**config.mk**
```make
export PLATFORM = sky130hd
export DESIGN_NAME = servo_slew_ctrl
export DESIGN_NICKNAME = d
export VERILOG_FILES = /design/src/rtl/servo_slew_ctrl.sv
export SDC_FILE = /design/constraint.sdc
export NUM_CORES = 1
export LEC_CHECK = 0
export ABC_CLOCK_PERIOD_IN_PS = 5200
export CAP_MARGIN = 25
export CORE_MARGIN = 2
export CORE_UTILIZATION = 53
export DETAILED_ROUTE_END_ITERATION = 6
export PLACE_DENSITY = 0.74
export RECOVER_POWER = 100
export SETUP_SLACK_MARGIN = 0.02
export SYNTH_ARGS = -nofsm -noshare
export SYNTH_HDL_FRONTEND = slang
export SYNTH_SLANG_ARGS = --single-unit
```
**constraint.sdc**
```tcl
create_clock -name clk_in -period 5.2 [get_ports clk_in]
set_clock_uncertainty 0.05 [all_clocks]
set_input_delay 1.04 -clock clk_in [delete_from_list [all_inputs] [get_ports clk_in]]
set_output_delay 1.04 -clock clk_in [all_outputs]
set_load 0.02 [all_outputs]
```
**src/rtl/servo_slew_ctrl.sv**
```systemverilog
// servo_slew_ctrl: produces the duty-cycle word for the servo PWM generator.
// It accepts a target duty cycle and clamps it to the legal servo range. On each
// PWM frame boundary it moves the live duty cycle toward the target by at most
// MAX_STEP. Once the target is reached it holds for SETTLE_FRAMES frames and then
// pulses done.
module servo_slew_ctrl #(
  parameter int DC_MIN        = 100000,
  parameter int DC_MAX        = 200000,
  parameter int DC_INIT       = 150000,
  parameter int MAX_STEP      = 2000,
  parameter int SETTLE_FRAMES = 5
) (
  input  logic        clk_in,
  input  logic        rst_in,
  input  logic        frame_in,
  input  logic        target_valid_in,
  input  logic [20:0] target_dc_in,
  output logic        target_ready_out,
  output logic [20:0] dc_out,
  output logic        busy_out,
  output logic        done_out,
  output logic        at_limit_out
);

  typedef enum logic [1:0] {
    IDLE   = 2'd0,
    MOVING = 2'd1,
    SETTLE = 2'd2
  } state_t;

  localparam int CNT_W = (SETTLE_FRAMES < 2) ? 1 : $clog2(SETTLE_FRAMES + 1);

  localparam logic [20:0]      DC_MIN_W    = 21'(DC_MIN);
  localparam logic [20:0]      DC_MAX_W    = 21'(DC_MAX);
  localparam logic [20:0]      DC_INIT_W   = 21'(DC_INIT);
  localparam logic [20:0]      STEP_W      = 21'(MAX_STEP);
  localparam logic [21:0]      STEP_MAG    = 22'(MAX_STEP);
  localparam logic [CNT_W-1:0] SETTLE_LAST = CNT_W'(SETTLE_FRAMES - 1);

  state_t           state_q, state_d;
  logic [20:0]      dc_q, dc_d;
  logic [20:0]      tgt_q, tgt_d;
  logic [CNT_W-1:0] cnt_q, cnt_d;
  logic             limit_q, limit_d;
  logic             done_q, done_d;

  logic             accept;
  logic [20:0]      tgt_clamped;
  logic             clamp_hit;
  logic [21:0]      diff;
  logic             diff_neg;
  logic [21:0]      diff_mag;

  assign target_ready_out = (state_q != MOVING);
  assign busy_out         = (state_q != IDLE);
  assign dc_out           = dc_q;
  assign done_out         = done_q;
  assign at_limit_out     = limit_q;
  assign accept           = target_valid_in & target_ready_out;

  // Clamp the requested duty to the legal range and flag whether clamping changed it.
  always_comb begin
    tgt_clamped = target_dc_in;
    clamp_hit   = 1'b0;
    if (target_dc_in < DC_MIN_W) begin
      tgt_clamped = DC_MIN_W;
      clamp_hit   = 1'b1;
    end else if (target_dc_in > DC_MAX_W) begin
      tgt_clamped = DC_MAX_W;
      clamp_hit   = 1'b1;
    end
  end

  // Compute the signed distance to the target and its magnitude. Both operands are
  // zero-extended to 22 bits, so bit 21 of the difference is the sign.
  always_comb begin
    diff     = {1'b0, tgt_q} - {1'b0, dc_q};
    diff_neg = diff[21];
    diff_mag = diff_neg ? (~diff + 22'd1) : diff;
  end

  // Next-state and next-datapath logic. An accepted target takes priority over a
  // frame pulse that arrives in the same cycle.
  always_comb begin
    // NOTE: every output is given a default before the case statement. This way
    // no path leaves a signal unassigned, so no latch can be inferred.
    state_d = state_q;
    dc_d    = dc_q;
    tgt_d   = tgt_q;
    cnt_d   = cnt_q;
    limit_d = limit_q;
    done_d  = 1'b0;
    case (state_q)
      IDLE: begin
        if (accept) begin
          tgt_d   = tgt_clamped;
          limit_d = clamp_hit;
          cnt_d   = '0;
          state_d = MOVING;
        end
      end
      MOVING: begin
        if (frame_in) begin
          if (diff_mag <= STEP_MAG) begin
            dc_d    = tgt_q;
            cnt_d   = '0;
            state_d = SETTLE;
          end else if (diff_neg) begin
            dc_d = dc_q - STEP_W;
          end else begin
            dc_d = dc_q + STEP_W;
          end
        end
      end
      SETTLE: begin
        if (accept) begin
          tgt_d   = tgt_clamped;
          limit_d = clamp_hit;
          cnt_d   = '0;
          state_d = MOVING;
        end else if (frame_in) begin
          if (cnt_q == SETTLE_LAST) begin
            done_d  = 1'b1;
            cnt_d   = '0;
            state_d = IDLE;
          end else begin
            cnt_d = cnt_q + 1'b1;
          end
        end
      end
      default: state_d = IDLE;
    endcase
  end

  // State register with synchronous reset.
  always_ff @(posedge clk_in) begin
    // NOTE: sequential state uses non-blocking assignments. All registers then
    // update together from values sampled at the same edge.
    if (rst_in) state_q <= IDLE;
    else        state_q <= state_d;
  end

  // Datapath registers: duty, target, settle count, clamp flag and done pulse.
  always_ff @(posedge clk_in) begin
    if (rst_in) begin
      dc_q    <= DC_INIT_W;
      tgt_q   <= DC_INIT_W;
      cnt_q   <= '0;
      limit_q <= 1'b0;
      done_q  <= 1'b0;
    end else begin
      dc_q    <= dc_d;
      tgt_q   <= tgt_d;
      cnt_q   <= cnt_d;
      limit_q <= limit_d;
      done_q  <= done_d;
    end
  end

endmodule

```
; Yosys cells after proc, flatten, opt, wreduce, memory -nomap -nowiden
; Index checks and enable logic that the tools add are counted.
[classes]
magnitude_cmp = 3
mux = 22
n_reduce_logical = 9
n_bitwise = 4
add_sub_neg = 5
eq_ne = 9
[op_table]
columns = operator, n
row1 = $mux W21, 4
row2 = $add A22 B1 Y22 const B, 1
row3 = $le A22 B11 Y1 const B, 1
row4 = $mux W22, 1
row5 = $not A22 Y22, 1
row6 = $sub A21 B21 Y22, 1
row7 = $add A21 B11 Y21 const B, 1
row8 = $gt A21 B18 Y1 const B, 1
row9 = $lt A21 B17 Y1 const B, 1
row10 = $sub A21 B11 Y21 const B, 1
row11 = $mux W3, 6
row12 = $mux W2, 6
row13 = $reduce_and A5 Y1, 2
row14 = $pmux W3 S3, 1
row15 = $ne A2 B2 Y1 const B, 3
row16 = $ne A3 B3 Y1 const B, 2
row17 = $pmux W2 S3, 1
row18 = $reduce_and A2 Y1, 2
row19 = $reduce_or A4 Y1, 1
row20 = $add A3 B1 Y3 const B, 1
row21 = $eq A3 B3 Y1 const B, 1
row22 = $mux W1, 3
row23 = $reduce_bool A3 Y1, 1
row24 = $eq A2 B1 Y1 const B, 1
row25 = 7 further kinds, 8
[word_totals]
reg_bits = 49
output_inout_bits = 25
inputBits = 25
elab_cells = 58

; Logic depth before layout (Yosys ltp)
; Gate-level depths: netlist of the first run.
[depth]
word_depth = 8
depth_mapped = 23
mapped_depth_nobuf = 22

; Worst setup path after synthesis of the first run
; OpenSTA, ideal clock, no wires.
[synth_path]
path_kind = reg2reg
from = reg dc_q[4] (netlist: dc_out[4])
to = reg dc_q[19] (netlist: dc_out[19])
synth_period_minus_slack_ns = 5.389
path_buffers = 1
path_stages_with_launch = 24
required_time_ns = 5.030
t_arrival_ns = 5.219
setup_ns = 0.120
slack_ns = -0.189
cell_sequence = dfxtp_1 -> inv_1 -> ha_1 -> buf_6 -> nand2_1 -> a211oi_2 -> o21a_1 -> o2111a_1 -> nor2_1 -> o21ai_1 -> inv_1 -> ha_1 -> a21o_1 -> a21oi_1 -> o21bai_1 -> a211oi_1 -> o31ai_1 -> o41ai_1 -> o21bai_1 -> a21oi_1 -> o21bai_1 -> a21oi_1 -> xnor2_1 -> o31a_1
[synth_between]
elab_chain_len = 6
elab_cells_between_ends = 9
[synth_rtl]
columns = item, line
row1 = "start, declared", 41  ; logic [20:0] dc_q, dc_d;
row2 = "start signal, assigned", 146  ; dc_q <= DC_INIT_W;
row3 = "start signal, assigned", 152  ; dc_q <= dc_d;
row4 = $sub A21 B21 Y22, 77  ; diff = {1'b0, tgt_q} - {1'b0, dc_q};
row5 = $not A22 Y22, 79  ; diff_mag = diff_neg ? (~diff + 22'd1) : diff;
row6 = $add A22 B1 Y22, 79
row7 = $mux W22, 79
row8 = $le A22 B11 Y1, 104  ; if (diff_mag <= STEP_MAG) begin
row9 = $mux W21 (*), 104
; Every way passes the cells marked *; elsewhere a longest branch is shown, timed or not.
; A chain may end at the register's enable or synchronous reset.

; Worst setup path after layout of the first run
[layout_path]
from = reg tgt_q[0]
to = reg cnt_q[2]
[layout_between]
elab_chain_len = 7
[layout_rtl]
columns = item, line
row1 = "start, declared", 42  ; logic [20:0] tgt_q, tgt_d;
row2 = "start signal, assigned", 153  ; tgt_q <= tgt_d;
row3 = $sub A21 B21 Y22 (*), 77
row4 = $not A22 Y22, 79
row5 = $add A22 B1 Y22, 79
row6 = $mux W22 (*), 79
row7 = $le A22 B11 Y1 (*), 104
row8 = $ne A2 B2 Y1 (no line) (*), n/a
row9 = $reduce_and A5 Y1 (no line) (*), n/a
row10 = "end signal, assigned", 154  ; cnt_q <= cnt_d;
row11 = "end, declared", 43  ; logic [CNT_W-1:0] cnt_q, cnt_d;
; Marks and branches as above.

==> results.ini, run 1 <==
[setup_path]
timing.rr.end=cnt_q[2]$_SDFFE_PP0P_
endpoint_kind=flip-flop
critPathLaunchType=flip-flop
crit_start=tgt_q[0]$_SDFFE_PP0P_
worstPathMaxFanout=7
worst_path_required_ns=5.29
r2r_setup_slack_ns=0.36
reg2reg_depth=15
timing.rr.start=tgt_q[0]$_SDFFE_PP0P_
crit_type=reg2reg
critPathArrivalTime_ns=4.94

[timing]
tightestPinTransition_ns=1.22
timing.final.setup_violations=0
finalCritPeriodShare_pct=93.2
fin_crit_ns=4.84
slew_violations=0
finalHoldViolCount=0
slew_headroom_pct=18.6
timing.fmax_mhz=206

[layout]
fraction_of_layout_cells_with_a_size_suffix_above_1_pct=8.21
finalNetCount=723
num-fill-cells=778
final_util_pct=63.0
antenna-diode-count=0
area.growth.synth_to_final_pct=15.9

[floorplanning]
number_of_i_o_pins=50
start_util_pct=54.4
rows=34
fp.dieArea_um2=9670
die_height_um=98.3
fp.coreArea_um2=8680
floorplan.die.width_um=98.3

[synth]
post_synth_fa_ha_maj_area_fraction_pct=11.2
count_of_mapped_cells_out_of_synthesis=607
muxShareOfSynthArea_pct=3.61
synthesis.nets=673
syn_area_um2=4720
yosysTopAreaCellShare_pct=20.8
dominant_cells_by_area_after_synthesis=dfxtp_1 (21%), ha_1 (10%), a21oi_1 (4.9%)
yosys_most_used_dff=dfxtp_1
postSynth.asyncResetShare_pct=0
synth-edff-count=0
syn_area_per_cell_um2=7.77
combinational_family_with_the_most_area_after_synthesis=compound AO/OA/AOI/OAI gates
synth_area_in_xor_xnor_pct=5.76
synth_simple_gate_area_share_pct=22.6
yosys_register_bits=49
synth_cell_types=80
yosysSeqAreaShare_pct=20.8
synth_largest_area_cell=dfxtp_1
yosysWarningCount=0
synth_compound_gate_area_share_pct=30.5

[global_routing]
vias_in_the_first_global_route=4480
global_route_wire_length_before_repair_um=21500
largest_net_degree_at_the_start_of_global_routing=27
number_of_antenna_violations_at_the_first_check_in_global_routing=0
grt-ovfl-total=0
grt_use_total_pct=26.7

[placement]
port_buffers=49
hpwlAfterDp_um=10300
place.gp.congestion=0.918

[clocking]
clkTransAtPathRegs_ns=0.09
cts_num_sinks=49
max-clock-path-buffers=2
cts_repair_resize_count=0
cts_made_buffers=5
total_number_of_h_tree_levels=2
latest_clock_arrival_within_the_worst_skew_pair_ns=0.30
root_buffer=clkbuf_8
cts_setup_buffers=0
tritoncts=built
holdBufCountCts=0

[detailed_routing]
wirelength_um=12900
drt-vias-per-instance=6.24
drt-wirelength-per-cell_um=16.9
vias=4780
drt_pass1_iterations=5
ant_nets=0
post-route-drc-count=0
drt_iter0_markers=167

[power]
p_total_w=0.00204
cellLeakagePower_nw=2.22
pwr_density_cell_nw_per_um2=374
ir_worst_vdd_mv=0.190

[hold_path]
hold_start=tgt_q[19]$_SDFFE_PP0P_
whs_endpoint=tgt_q[19]$_SDFFE_PP0P_
worst_hold_path_type=reg2reg
whs_path_depth=2

[outcome]
run_status=completed

[run]
maxCapViolCount=0

## worst max path at each step
stage,end,slack (ns),cells past startpoint
after floorplan,dc_out[19]$_SDFFE_PP0P_,0.10,23
after global placement,dc_out[20]$_SDFFE_PP0P_,0.30,22
after detailed placement,dc_out[20]$_SDFFE_PP0P_,0.16,22
after CTS,dc_out[20]$_SDFFE_PP0P_,0.12,22
after global routing,dc_out[19]$_SDFFE_PP0P_,-0.02,22
final,cnt_q[2]$_SDFFE_PP0P_,0.36,15
## metrics by stage
stage                     TNS, ns  cells  setup WS, ns  instance area, µm²  hold slack [ns]
after floorplan                 0    607         0.103                4720            0.392
after global placement          0    758         0.297                5350            0.411
after detailed placement        0    758         0.159                5350            0.438
after CTS                       0    766         0.117                5440            0.451
after global routing      -0.0229    766       -0.0229                5470            0.469
final                           0    766         0.356                5470            0.453
## metal layers
metal  vias up  global-route usage [%]  part of all wire (%)
met5         -                       0                     0
met4         0                    5.37                   1.2
met3        13                    2.79                   5.4
met2       129                    45.4                    47
met1      2255                    36.9                    46
li1       2383                       -                     -
## synthesized netlist by cell type, types with 4 or more instances
| cell type | instances |
|---|---|
| dfxtp_1 | 49 |
| nor2_1 | 47 |
| a21oi_1 | 46 |
| inv_1 | 46 |
| o21ai_0 | 41 |
| ha_1 | 39 |
| nand2_1 | 31 |
| xnor2_1 | 23 |
| nor3_1 | 21 |
| mux2i_1 | 17 |
| nand3_1 | 16 |
| clkbuf_1 | 12 |
| o211ai_1 | 12 |
| a21o_1 | 11 |
| o31ai_1 | 11 |
| a211oi_1 | 10 |
| and3_1 | 10 |
| or3_1 | 10 |
| nand2b_1 | 9 |
| and2_1 | 8 |
| or2_2 | 8 |
| xor2_1 | 8 |
| nand4_1 | 7 |
| a22oi_1 | 6 |
| a31oi_1 | 6 |
| o21a_1 | 6 |
| o21bai_1 | 6 |
| o41ai_1 | 6 |
| nor2b_1 | 5 |
| a211o_1 | 4 |
| o2111ai_1 | 4 |
## worst max-delay path: stages, from the launching register on
cell	delay, ns
dfxtp_1	0.36
inv_1	0.05
ha_1	0.22
fa_1	0.40
nor2b_1	0.18
o2111a_1	0.28
o21bai_1	0.16
a31oi_1	0.34
xor2_1	0.24
or2_2	0.36
or4_1	0.59
o31ai_1	0.25
a21oi_1	0.13
or4_4	0.63
nor2_2	0.31
o41ai_1	0.13
## sequential cells by signal, indices dropped and copies added (netlist names)
| name | cells |
|---|---|
| tgt_q | 21 |
| dc_out | 21 |
| done_out | 1 |
| state_q | 2 |
| at_limit_out | 1 |
| cnt_q | 3 |
## report_power, final
group	total, W	switching [W]	internal, W
combinational	0.00139	0.000796	0.000595
sequential	0.000432	0.0000305	0.000401
clock	0.000222	0.000126	0.0000955
total	0.00204	0.000953	0.00109
## logic make-up (layout without fill, tap and decap cells)
family / after synthesis / after routing
AOI/OAI and AO/OA: 209 / 209
and+or+nand+nor: 196 / 196
buffers and inverters: 64 / 115
DFF: 49 / 49
adders and majority gates: 41 / 41
xor gates and xnor gates: 31 / 31
muxes: 17 / 17
## layout by cell type (no fill, tap or decap), types with 7 or more instances in the layout
cell type        instances
nor3_1                  21
nand3_1                 16
a21oi_1                 46
ha_1                    38
nand2_1                 31
nand2b_1                 9
xnor2_1                 23
or3_1                   10
dlygate4sd3_1           28
inv_1                   46
a211oi_1                 8
a21o_1                  11
nand4_1                  7
o31ai_1                 10
buf_4                   11
clkdlybuf4s50_1         21
mux2i_1                 17
o211ai_1                12
and2_1                   8
o21ai_0                 41
nor2_1                  46
and3_1                  10
dfxtp_1                 45
xor2_1                   8
or2_2                    8
## area by class of cell
type / instances / area [µm²] / area share (%)
Clock inverter: 1 / 7.51 / 0.137
Tap cell: 108 / 135 / 2.47
Multi-Input combinational cell: 494 / 3510 / 64.2
Clock buffer: 7 / 76.3 / 1.40
Timing Repair Buffer: 61 / 577 / 10.6
Inverter: 46 / 173 / 3.16
Sequential cell: 49 / 986 / 18.0
(Power assumes the default switching activity.)
==> inputs of run 2 (changes only) <==
- CTS_BUF_LIST: not set -> sky130_fd_sc_hd__clkbuf_16
==> run 2 against run 1 <==
  * Die area did not move
  * Combinational power barely moved
  * Via count rose by 0.59%
  * Highest routed layer unchanged
==> results.ini, run 2 (synthesis gave the netlist of run 1 again) <==
[detailed_routing]
wirelength_um=13000  ; was 12,900 µm
drt_iter0_markers=208  ; was 167
post-route-drc-count=0  ; unchanged
drt_pass1_iterations=4  ; was 5
ant_nets=0  ; unchanged
drt-vias-per-instance=6.28  ; was 6.24
drt-wirelength-per-cell_um=17.0  ; was 16.9 µm
vias=4808  ; was 4,780

[clocking]
tritoncts=built  ; unchanged
latest_clock_arrival_within_the_worst_skew_pair_ns=0.28  ; was 0.30 ns
root_buffer=clkbuf_16  ; was clkbuf_8
clkTransAtPathRegs_ns=0.07  ; was 0.09 ns
total_number_of_h_tree_levels=2  ; unchanged
cts_num_sinks=49  ; unchanged
cts_setup_buffers=0  ; unchanged
max-clock-path-buffers=2  ; unchanged
cts_made_buffers=5  ; unchanged

[layout]
final_cell_mix=inv_1 (48), a21oi_1 (46), nor2_1 (46), dfxtp_1 (46), o21ai_0 (41)  ; was inv_1 (46), a21oi_1 (46), nor2_1 (46), dfxtp_1 (45), o21ai_0 (41)
fin_cells=766  ; unchanged
num-fill-cells=767  ; was 778
fin_area_um2=5520  ; was 5470 µm²
area.growth.synth_to_final_pct=16.9  ; was 15.9%
final_common_cell=inv_1
antenna-diode-count=0  ; unchanged
fraction_of_layout_cells_with_a_size_suffix_above_1_pct=8.21  ; unchanged
finalNetCount=723  ; unchanged

[timing]
fin_crit_ns=4.87  ; was 4.84 ns
timing.final.setup_violations=0  ; unchanged
finalCritPeriodShare_pct=93.6  ; was 93.2%
slew_headroom_pct=22.6  ; was 18.6%
timing.setup.tns_ns=0  ; unchanged
tightestPinTransition_ns=1.16  ; was 1.22 ns
slew_violations=0  ; unchanged
setup_repair_after_global_routing_missed_its_margin=false
finalHoldViolCount=0  ; unchanged
timing.fmax_mhz=205  ; was 206 MHz

[global_routing]
gr-usage-met2_pct=45.4  ; about the same
grt_util_met1_pct=37.0  ; was 36.9%
number_of_antenna_violations_at_the_first_check_in_global_routing=0  ; unchanged
grt-ovfl-total=0  ; unchanged
largest_net_degree_at_the_start_of_global_routing=27  ; unchanged
use_met3_pct=3.01  ; was 2.79%
global_route_wire_length_before_repair_um=21500  ; about the same
globalRoute.busiestLayer=met2  ; unchanged
grt_use_total_pct=26.8  ; was 26.7%
vias_in_the_first_global_route=4491  ; was 4,480

[power]
power.net_switching_w=0.000966  ; was 0.000953 W
intPower_w=0.00117  ; was 0.00109 W
seqPwrFrac_pct=20.2  ; was 21.1%
share_clk_of_total_power_pct=14.6  ; was 10.9%
pwr_density_cell_nw_per_um2=388  ; was 374 nW/µm²
swShare_pct=45.2  ; was 46.6%
p_total_w=0.00214  ; was 0.00204 W
power_frac_comb_pct=65.2  ; was 68.0%
cellLeakagePower_nw=2.25  ; was 2.22 nW
ir_worst_vdd_mv=0.214  ; was 0.190 mV

[setup_path]
crit_type=reg2reg  ; unchanged
worst_path_required_ns=5.27  ; was 5.29 ns
r2r_setup_slack_ns=0.33  ; was 0.36 ns
endpoint_kind=flip-flop  ; unchanged
worstPathMaxFanout=7  ; unchanged
reg2reg_depth=15  ; unchanged
critPathLaunchType=flip-flop  ; unchanged
critPathArrivalTime_ns=4.94  ; about the same
timing.rr.end=cnt_q[2]$_SDFFE_PP0P_  ; unchanged
timing.rr.start=tgt_q[0]$_SDFFE_PP0P_  ; unchanged

[placement]
port_buffers=49  ; unchanged
count_of_placed_standard_cells_including_taps=758  ; unchanged
hpwlAfterDp_um=10300  ; unchanged
place.gp.congestion=0.918  ; unchanged
dpl-instance-area_um2=5350  ; unchanged

[hold_path]
hold_start=tgt_q[19]$_SDFFE_PP0P_  ; unchanged
whs_endpoint=tgt_q[19]$_SDFFE_PP0P_  ; unchanged
whs_path_depth=2  ; unchanged
worst_hold_path_type=reg2reg  ; unchanged

[floorplanning]
start_util_pct=54.4  ; unchanged
fp.coreArea_um2=8680  ; unchanged
floorplan.die.width_um=98.3  ; unchanged
rows=34  ; unchanged
number_of_i_o_pins=50  ; unchanged
fp.dieArea_um2=9670  ; unchanged
die_height_um=98.3  ; unchanged

[run]
maxCapViolCount=0  ; unchanged

[outcome]
run_status=completed  ; unchanged

[run 2: changes by cell type in the layout (fill, tap and decap cells not counted), moves of 2 or more]
cell       delta
clkbuf_1      -2
clkbuf_16     +5
clkbuf_8      -5
inv_1         +2
[run 2: per-stage QoR]
| stage | hold WS (ns) | utilization (%) | worst slack [ns] |
|---|---|---|---|
| 4_1_cts | 0.448 | 63.3 | 0.120 |
| 3_3_place_gp | 0.411 | 61.7 | 0.297 |
| 6_report | 0.442 | 63.6 | 0.333 |
| 2_1_floorplan | 0.392 | - | 0.103 |
| 5_1_grt | 0.466 | 63.6 | 0.0224 |
| 3_5_place_dp | 0.438 | 61.7 | 0.159 |
[run 2: cell type report]
cell class	instances	area (µm²)	share of cell area, %
Sequential cell	49	985	17.9
Inverter	46	173	3.13
Clock buffer	5	125	2.27
Tap cell	108	135	2.45
Multi-Input combinational cell	494	3510	63.6
Clock inverter	3	15.0	0.272
Timing Repair Buffer	61	577	10.5
[run 2: power by group through the flow]
stage	sequential (W)	combinational, W	clock [W]
6_report	0.000432	0.00139	0.000311
5_1_grt	0.000433	0.00154	0.000334
4_1_cts	0.000431	0.00136	0.000315
3_5_place_dp	0.000439	0.00135	0
3_3_place_gp	0.000438	0.00133	0
2_1_floorplan	0.000447	0.00103	0
[run 2: critical path, stage by stage (launching register included)]
cell and delay, ns:
dfxtp_1 0.36, inv_1 0.05, ha_1 0.22, fa_1 0.41, nor2b_1 0.18, o2111a_1 0.27, o21bai_1 0.17, a31oi_1 0.34
xor2_1 0.23, or2_2 0.36, or4_1 0.60, o31ai_1 0.26, a21oi_1 0.13, or4_4 0.63, nor2_2 0.32, o41ai_1 0.13
[run 2: worst max-delay path by stage]
stage,from,endpoint,slack (ns),cells past startpoint
after floorplan,dc_out[4]$_SDFFE_PP1P_,dc_out[19]$_SDFFE_PP0P_,0.10,23
after global placement,dc_out[12]$_SDFFE_PP0P_,dc_out[20]$_SDFFE_PP0P_,0.30,22
after detailed placement,dc_out[12]$_SDFFE_PP0P_,dc_out[20]$_SDFFE_PP0P_,0.16,22
after CTS,dc_out[12]$_SDFFE_PP0P_,dc_out[20]$_SDFFE_PP0P_,0.12,22
after global routing,dc_out[4]$_SDFFE_PP1P_,dc_out[19]$_SDFFE_PP0P_,0.02,22
final,tgt_q[0]$_SDFFE_PP0P_,cnt_q[2]$_SDFFE_PP0P_,0.33,15
[run 2: repair_timing]
item | CTS | global route
endpoints found under the hold margin | 0 | 0
gates resized for setup | 0 | 13
endpoints found under the setup margin | 0 | 3
hold buffers | 0 | 0
[run 2: metal layers]
| metal | share of wire [%] | vias up |
|---|---|---|
| met2 | 47 | 164 |
| met5 | 0 | - |
| met1 | 46 | 2254 |
| met4 | 1.2 | 0 |
| li1 | - | 2378 |
| met3 | 6.4 | 12 |
==> inputs of run 3 (changes only) <==
--- a/config.mk
+++ b/config.mk
@@ -11,4 +11,5 @@
 export CORE_UTILIZATION = 53
 export CTS_BUF_LIST = sky130_fd_sc_hd__clkbuf_16
+export CTS_CLUSTER_SIZE = 14
 export DETAILED_ROUTE_END_ITERATION = 6
 export PLACE_DENSITY = 0.74
--- a/constraint.sdc
+++ b/constraint.sdc
@@ -3,3 +3,3 @@
 set_input_delay 1.04 -clock clk_in [delete_from_list [all_inputs] [get_ports clk_in]]
 set_output_delay 1.04 -clock clk_in [all_outputs]
-set_load 0.02 [all_outputs]
+set_load 0.005 [all_outputs]
==> run 3 against run 2 <==
  * Wire length about the same
  * Setup slack barely moved
  * Final cell count unchanged
  * Sequential power barely moved
  * Final area hardly changed
  * Via count about the same
  * Largest power group unchanged
==> results.ini, run 3 (synthesis gave the netlist of run 1 again) <==
[global_routing]
vias_in_the_first_global_route=4491  ; unchanged
largest_net_degree_at_the_start_of_global_routing=27  ; unchanged
number_of_antenna_violations_at_the_first_check_in_global_routing=0  ; unchanged
grt-ovfl-total=0  ; unchanged
grt_use_total_pct=26.8  ; unchanged
global_route_wire_length_before_repair_um=21500  ; unchanged

[timing]
timing.final.setup_violations=0  ; unchanged
slew_violations=0  ; unchanged
tightestPinTransition_ns=1.16  ; about the same
timing.setup.tns_ns=0  ; unchanged
slew_headroom_pct=22.5  ; was 22.6%
timing.fmax_mhz=205  ; about the same
fin_crit_ns=4.87  ; about the same
setup_repair_after_global_routing_missed_its_margin=false  ; unchanged
finalHoldViolCount=0  ; unchanged
finalCritPeriodShare_pct=93.6  ; about the same

[power]
cellLeakagePower_nw=2.25  ; about the same
pwr_density_cell_nw_per_um2=384  ; was 388 nW/µm²
ir_worst_vdd_mv=0.214  ; about the same

[setup_path]
timing.critical_path.buf_inv=1  ; unchanged
worstPathMaxFanout=7  ; unchanged
endpoint_kind=flip-flop  ; unchanged
critPathLaunchType=flip-flop  ; unchanged
crit_type=reg2reg  ; unchanged
largest_stage_delay_worst_path_ns=0.63  ; about the same
worst_path_required_ns=5.27  ; about the same
cell_with_the_largest_stage_delay_on_the_worst_path=or4_4  ; unchanged
timing.critical_path.cells=inv_1, ha_1, fa_1, nor2b_1, o2111a_1, o21bai_1, a31oi_1, xor2_1, or2_2, or4_1, o31ai_1, a21oi_1, or4_4, nor2_2, o41ai_1  ; unchanged
cp_top_family=simple AND/OR/NAND/NOR gates  ; unchanged
critPathArrivalTime_ns=4.94  ; about the same

[outcome]
run_status=completed  ; unchanged

[detailed_routing]
post-route-drc-count=0  ; unchanged
drt-wirelength-per-cell_um=17.0  ; about the same
drt-vias-per-instance=6.28  ; about the same
wirelength_um=13000  ; about the same
drt_iter0_markers=208  ; unchanged
drt_pass1_iterations=4  ; unchanged
vias=4809  ; was 4,808
ant_nets=0  ; unchanged

[floorplanning]
die_height_um=98.3  ; unchanged
fp.coreArea_um2=8680  ; unchanged
number_of_i_o_pins=50  ; unchanged
fp.dieArea_um2=9670  ; unchanged
rows=34  ; unchanged
start_util_pct=54.4  ; unchanged
floorplan.die.width_um=98.3  ; unchanged

[layout]
final_common_cell=inv_1  ; unchanged
finalNetCount=723  ; unchanged
fin_area_um2=5510  ; was 5520 µm²
final_cell_mix=inv_1 (48), dfxtp_1 (47), a21oi_1 (46), nor2_1 (46), o21ai_0 (41)  ; was inv_1 (48), a21oi_1 (46), nor2_1 (46), dfxtp_1 (46), o21ai_0 (41)
antenna-diode-count=0  ; unchanged
fraction_of_layout_cells_with_a_size_suffix_above_1_pct=8.05  ; was 8.21%
area.growth.synth_to_final_pct=16.9  ; about the same
final_util_pct=63.5  ; was 63.6%

[clocking]
cts_num_sinks=49  ; unchanged
cts_setup_buffers=0  ; unchanged
holdBufCountCts=0  ; unchanged
latest_clock_arrival_within_the_worst_skew_pair_ns=0.28  ; about the same
root_buffer=clkbuf_16  ; unchanged
tritoncts=built  ; unchanged
cts_made_buffers=5  ; unchanged
clkTransAtPathRegs_ns=0.07  ; about the same
total_number_of_h_tree_levels=2  ; unchanged
max-clock-path-buffers=2  ; unchanged

[placement]
place.gp.congestion=0.918  ; unchanged
port_buffers=49  ; unchanged
hpwlAfterDp_um=10300  ; unchanged
dpl-instance-area_um2=5350  ; unchanged

[hold_path]
worst_hold_path_type=reg2reg  ; unchanged

[run]
maxCapViolCount=0  ; unchanged

==> run 3: cell types whose count changed in the layout (fill, tap and decap cells not counted) <==
cell,change
dfxtp_2,-1
dlygate4sd3_1,-1
dfxtp_1,+1
clkdlybuf4s50_1,+1
==> run 3: metrics by stage <==
stage	total power (W)	hold WS (ns)	std cells	setup slack, ns
after floorplan	0.00146	0.392	607	0.247
after global placement	0.00174	0.411	758	0.297
after detailed placement	0.00177	0.438	758	0.159
after CTS	0.00209	0.448	766	0.120
after global routing	0.00229	0.466	766	0.0224
final	0.00212	0.442	766	0.333
==> run 3: worst paths after layout <==
| check | end | from | slack [ns] | depth (start not counted) |
|---|---|---|---|---|
| worst max-delay path | cnt_q[2]$_SDFFE_PP0P_ | tgt_q[0]$_SDFFE_PP0P_ | 0.33 | 15 |
| worst min-delay path | tgt_q[19]$_SDFFE_PP0P_ | tgt_q[19]$_SDFFE_PP0P_ | 0.44 | 2 |
| worst max register to register | cnt_q[2]$_SDFFE_PP0P_ | tgt_q[0]$_SDFFE_PP0P_ | 0.33 | 15 |
| worst min register to register | tgt_q[19]$_SDFFE_PP0P_ | tgt_q[19]$_SDFFE_PP0P_ | 0.44 | 2 |
==> run 3: tightest hold or removal path, cell delays in order (launching register included) <==
cell,delay [ns]
dfxtp_1,0.32
inv_1,0.07
nor3_1,0.06
==> run 3: area by class of cell <==
cell class,instances,area [µm²]
clock buffer,5,125
clock inverter,3,15.0
fill,768,3160
inverter,46,173
multi-input combinational,494,3510
sequential,49,983
tap,108,135
timing repair buffer,61,577
==> run 3: timing repair <==
item | 4_1_cts | 5_1_grt
endpoints found under the hold margin | 0 | 0
setup endpoints to repair | 0 | 3
resized for setup | 0 | 13
==> run 3: power by group <==
| group | switching [W] | internal (W) | total (W) | leakage, nW |
|---|---|---|---|---|
| sequential | 0.0000307 | 0.000401 | 0.000432 | 0.402 |
| clock | 0.000136 | 0.000175 | 0.000311 | 0.0724 |
| combinational | 0.000779 | 0.000595 | 0.00137 | 1.77 |
==> run 3: per-layer routing <==
metal / GRT usage, % / part of all wire, % / vias to the layer above
met5: 0 / 0 / -
met4: 5.37 / 1.3 / 0
met3: 3.01 / 6.4 / 14
met2: 45.4 / 47 / 164
met1: 37.0 / 46 / 2253
li1: - / - / 2378
